==> config.mk <==
export PLATFORM = sky130hd
export DESIGN_NAME = munoc_link_elastic_buffer
export DESIGN_NICKNAME = d
export VERILOG_FILES = /design/src/rtl/munoc_link_elastic_buffer.sv
export SDC_FILE = /design/constraint.sdc
export NUM_CORES = 1
export LEC_CHECK = 0
export BUFFER_PORTS_ARGS = -buffer_cell sky130_fd_sc_hd__buf_2
export CAP_MARGIN = 20
export CORE_ASPECT_RATIO = 2
export CORE_UTILIZATION = 49
export DETAILED_ROUTE_END_ITERATION = 10
export GPL_TIMING_DRIVEN = 0
export PLACE_DENSITY = 0.7
export REMOVE_ABC_BUFFERS = 1
export SLEW_MARGIN = 20
export SYNTH_ARGS = -nofsm -noshare
export SYNTH_HDL_FRONTEND = slang
export SYNTH_SLANG_ARGS = --single-unit
==> constraint.sdc <==
create_clock -name clk -period 2.9 [get_ports clk]
set_input_delay 0.29 -clock clk [delete_from_list [all_inputs] [get_ports clk]]
set_output_delay 0.29 -clock clk [all_outputs]
set_load 0.05 [all_outputs]
==> src/rtl/munoc_link_elastic_buffer.sv <==
// Flit elastic buffer in front of a router input port: registered-state ready,
// optional store-and-forward release, and upstream head/tail framing checks.
module munoc_link_elastic_buffer #(
  parameter int unsigned BW_PHIT   = 8,
  parameter int unsigned DEPTH     = 4,
  parameter int unsigned STORE_FWD = 0
) (
  input  logic                         clk,
  input  logic                         rst,
  input  logic                         in_valid,
  output logic                         in_ready,
  input  logic                         in_head,
  input  logic                         in_tail,
  input  logic [BW_PHIT-1:0]           in_phit,
  output logic                         out_valid,
  input  logic                         out_ready,
  output logic                         out_head,
  output logic                         out_tail,
  output logic [BW_PHIT-1:0]           out_phit,
  output logic [$clog2(DEPTH+1)-1:0]   occupancy,
  output logic [$clog2(DEPTH+1)-1:0]   pkt_count,
  input  logic                         err_clear,
  output logic                         err_protocol
);

  localparam int unsigned AW = $clog2(DEPTH);
  localparam int unsigned CW = $clog2(DEPTH+1);

  typedef enum logic [0:0] {S_IDLE = 1'b0, S_SEND = 1'b1} state_e;

  logic               head_mem_q [DEPTH];
  logic               tail_mem_q [DEPTH];
  logic [BW_PHIT-1:0] phit_mem_q [DEPTH];

  logic [AW-1:0] wr_ptr_q, wr_ptr_d;
  logic [AW-1:0] rd_ptr_q, rd_ptr_d;
  logic [CW-1:0] occ_q, occ_d;
  logic [CW-1:0] pkt_q, pkt_d;
  logic          open_q, open_d;
  logic          err_q, err_d;
  state_e        state_q, state_d;

  logic               full_s, empty_s;
  logic               wr_en_s, rd_en_s;
  logic               out_valid_s;
  logic               rd_head_s, rd_tail_s;
  logic [BW_PHIT-1:0] rd_phit_s;
  logic               frame_err_s;

  assign full_s    = (occ_q == CW'(DEPTH));
  assign empty_s   = (occ_q == {CW{1'b0}});
  assign in_ready  = !full_s & !rst;
  assign wr_en_s   = in_valid & in_ready;
  assign rd_en_s   = out_valid_s & out_ready;

  assign rd_head_s = head_mem_q[rd_ptr_q];
  assign rd_tail_s = tail_mem_q[rd_ptr_q];
  assign rd_phit_s = phit_mem_q[rd_ptr_q];

  // Gate the presented flit so an idle output always reads as all-zero.
  assign out_valid    = out_valid_s;
  assign out_head     = out_valid_s & rd_head_s;
  assign out_tail     = out_valid_s & rd_tail_s;
  assign out_phit     = out_valid_s ? rd_phit_s : {BW_PHIT{1'b0}};
  assign occupancy    = occ_q;
  assign pkt_count    = pkt_q;
  assign err_protocol = err_q;

  // A head is only legal outside a packet, a non-head only inside one.
  assign frame_err_s = wr_en_s & (in_head == open_q);

  always_ff @(posedge clk) begin
    if (wr_en_s) begin
      head_mem_q[wr_ptr_q] <= in_head;
      tail_mem_q[wr_ptr_q] <= in_tail;
      phit_mem_q[wr_ptr_q] <= in_phit;
    end
  end

  always_comb begin
    wr_ptr_d = wr_ptr_q;
    rd_ptr_d = rd_ptr_q;
    if (wr_en_s) begin
      wr_ptr_d = wr_ptr_q + AW'(1);
    end else begin
      wr_ptr_d = wr_ptr_q;
    end
    if (rd_en_s) begin
      rd_ptr_d = rd_ptr_q + AW'(1);
    end else begin
      rd_ptr_d = rd_ptr_q;
    end
    occ_d = occ_q + CW'(wr_en_s) - CW'(rd_en_s);
    pkt_d = pkt_q + CW'(wr_en_s & in_tail) - CW'(rd_en_s & rd_tail_s);
  end

  always_comb begin
    open_d = open_q;
    err_d  = err_q;
    if (wr_en_s) begin
      if (in_tail) begin
        open_d = 1'b0;
      end else if (in_head) begin
        open_d = 1'b1;
      end else begin
        open_d = open_q;
      end
    end else begin
      open_d = open_q;
    end
    // A fresh error outranks a simultaneous clear.
    if (frame_err_s) begin
      err_d = 1'b1;
    end else if (err_clear) begin
      err_d = 1'b0;
    end else begin
      err_d = err_q;
    end
  end

  always_ff @(posedge clk) begin
    if (rst) begin
      wr_ptr_q <= {AW{1'b0}};
      rd_ptr_q <= {AW{1'b0}};
      occ_q    <= {CW{1'b0}};
      pkt_q    <= {CW{1'b0}};
      open_q   <= 1'b0;
      err_q    <= 1'b0;
    end else begin
      wr_ptr_q <= wr_ptr_d;
      rd_ptr_q <= rd_ptr_d;
      occ_q    <= occ_d;
      pkt_q    <= pkt_d;
      open_q   <= open_d;
      err_q    <= err_d;
    end
  end

  always_ff @(posedge clk) begin
    if (rst) begin
      state_q <= S_IDLE;
    end else begin
      state_q <= state_d;
    end
  end

  always_comb begin
    state_d = state_q;
    case (state_q)
      S_IDLE: begin
        if (rd_en_s & !rd_tail_s) begin
          state_d = S_SEND;
        end else begin
          state_d = S_IDLE;
        end
      end
      S_SEND: begin
        if (rd_en_s & rd_tail_s) begin
          state_d = S_IDLE;
        end else begin
          state_d = S_SEND;
        end
      end
      default: state_d = S_IDLE;
    endcase
  end

  // Full buffer in IDLE forces cut-through so packets longer than DEPTH drain.
  always_comb begin
    out_valid_s = 1'b0;
    if (rst) begin
      out_valid_s = 1'b0;
    end else if (STORE_FWD == 0) begin
      out_valid_s = !empty_s;
    end else begin
      case (state_q)
        S_IDLE:  out_valid_s = !empty_s & ((pkt_q != {CW{1'b0}}) | full_s);
        S_SEND:  out_valid_s = !empty_s;
        default: out_valid_s = 1'b0;
      endcase
    end
  end

endmodule

==> flow_metrics.tcl <==
set metrics [dict create \
    finalPower_w 0.00209 \
    synth_area_sq_um 2250 \
    reg2regPathDepth 9 \
    synth_area_per_cell_sq_um 15.8 \
    vias 1253 \
    core_sq_um 4380 \
    path_depth 9 \
    cp_data_required_time_ns 3.09 \
    root_buffer "clkbuf_8" \
    rows 34 \
    wl_per_cell_um 16.4 \
    die_area_sq_um 4870 \
    ys_ff_latch 54 \
    numPortBuffers 33 \
    mostFrequentLayoutCells "edfxtp_1 (40), buf_2 (33), and2_1 (15), dfxtp_1 (13), mux4_2 (10)" \
    worstHoldStart "in_phit[7]" \
    start_util_pct 51.3 \
    h-tree-depth 2 \
    placed_cell_area_sq_um 2450 \
    crit_family "adder cells" \
    slowest_delay_ns 0.57 \
    worstPathCellList "mux4_2, and3_1, ha_1, inv_1, ha_1, inv_1, fa_1, xnor2_1, nor2_1" \
    startpoint_type "flop" \
    drt_iter0_markers 34 \
    final_common_cell "edfxtp_1" \
    maxCapViolCount 0 \
    powerDensity_nw_per_um2 823 \
    final_core_util_pct 57.9 \
    crit_type "reg -> reg" \
    cpMaxStageDelayCell "dfxtp_2" \
    min_path_type "in -> reg" \
    whs_path_depth 1 \
    detailedRoute.firstPassIterationCount 2 \
    async_flop_share_pct 0 \
    tightest_slew_ns 0.550 \
    fin_nets 201 \
    status "complete, no violations" \
    period_share_pct 90.1 \
    arrival_ns 2.81 \
    yosysSeqAreaShare_pct 66.0 \
    ant_nets 0 \
    period_needed_ns 2.61 \
    vias_per_cell 5.42 \
    cp_num_buf_inv 2 \
    tritoncts "built" \
    clock_latency_ns 0.31 \
    cts_made_buffers 5 \
    slew_headroom_pct 63.4 \
    synthDistinctLibCells 28 \
    fin_hold_ws_ns 0.195 \
    end_kind "flop" \
    dp_hpwl_mm 2.76 \
    setup_tns_ns 0 \
    area_delta_synth_final_pct 13.0 \
    synth_edf_count 40 \
    synthFlopType "edfxtp_1" \
    synth.yosys.warnings 0 \
    dieWidth_um 49.9 \
    grt_pass1_vias 1398 \
    drv_slew 0 \
    drc 0 \
    ctsHoldBuffers 0 \
    fin_skew_ns 0.00337 \
    clock_sinks 54 \
    grt_usage_pct 17.8 \
    layout-drive-gt1-share_pct 30.5 \
    post_cts_buffers 0 \
    grt_pass1_wl_mm 6.26 \
    pin_count 34 \
    finalWirelength_mm 3.78 \
    final_area_sq_um 2540 \
    die_h_um 97.7 \
    grt_setup_unrepaired "no" \
    antenna_found_initial 0 \
    max_freq_mhz 383 \
    hold_viol 0 \
    path_clk_slew_ns 0.09 \
    ir_drop_mv 0.563 \
    grt_max_degree 18 \
    crit_path_max_fanout 10 \
    cts_buffer_depth 2 \
    gp_congestion 0.728 \
    diodes 0 \
    netlist_instances 142 \
    grt-ovfl-total 0 \
    setup_viol 0 \
    ctsResizeCount 1 \
    leakage_nw 0.976 \
]
[cell families after synthesis]
| family | count (synthesis) | synth area share, % |
|---|---|---|
| flip-flops | 54 | 66.0 |
| AND/OR/NAND/NOR | 38 | 9.92 |
| buffers and inverters | 14 | 2.45 |
| AO/OA/AOI/OAI | 10 | 3.06 |
| multiplexers | 10 | 10.0 |
| adder cells (fa/ha/maj) | 10 | 6.24 |
| XOR/XNOR | 6 | 2.34 |
[cell type report]
type,count,area [sq um]
well taps,54,67.6
repair buffers,33,165
fillers,357,1840
flip-flops and latches,54,1480
inverters,8,30.0
clock inverters,2,8.76
clock buffers,6,72.6
multi-input cells,74,712
[state kept, by name, indices dropped and copies added, names as in the netlist, named ones only]
register      cells
occupancy         3
head_mem_q        4
tail_mem_q        4
open_q            1
pkt_count         3
rd_ptr_q          2
wr_ptr_q          2
phit_mem_q       32
err_protocol      1
[routing by layer]
metal / share of wire [%] / GRT usage [%] / wire length, um / vias up
met5: 0 / 0 / 0 / -
met4: 3.3 / 11.4 / 126 / 0
met3: 3.5 / 4.05 / 131 / 12
met2: 58 / 32.8 / 2180 / 33
met1: 36 / 16.7 / 1340 / 626
li1: - / - / - / 582
[metrics by stage]
| stage | std cells | worst slack (ns) |
|---|---|---|
| floorplan | 136 | -0.291 |
| detailed placement | 223 | -0.0126 |
| finish | 231 | 0.286 |
| global route | 231 | 0.0686 |
| CTS | 231 | 0.199 |
| global placement | 223 | 0.0518 |
[Yosys cell counts (3+ instances only)]
library cell / n / area [sq um]
clkbuf_1: 4 / 15.0
a21oi_1: 3 / 15.0
edfxtp_1: 40 / 1200
mux4_2: 10 / 225
xnor2_1: 3 / 26.3
ha_1: 8 / 100
a21o_1: 3 / 22.5
inv_1: 8 / 30.0
nor2_1: 8 / 30.0
and2_1: 15 / 93.8
dfxtp_1: 14 / 280
xor2_1: 3 / 26.3
nor2b_1: 3 / 18.8
[path summary, 6_finish.rpt]
kind	end	slack [ns]
max	pkt_count[2]$_SDFF_PP0_	0.29
min	phit_mem_q[2][7]$_DFFE_PP_	0.19
max reg2reg	pkt_count[2]$_SDFF_PP0_	0.29
min reg2reg	rd_ptr_q[0]$_SDFFE_PP0P_	0.57
[power breakdown]
part	total [W]	internal, W	switching [W]
clock network	0.000396	0.000166	0.000230
registers	0.000998	0.000909	0.0000890
logic	0.000696	0.000250	0.000446
Note: power is estimated with default switching activity, not from simulation.
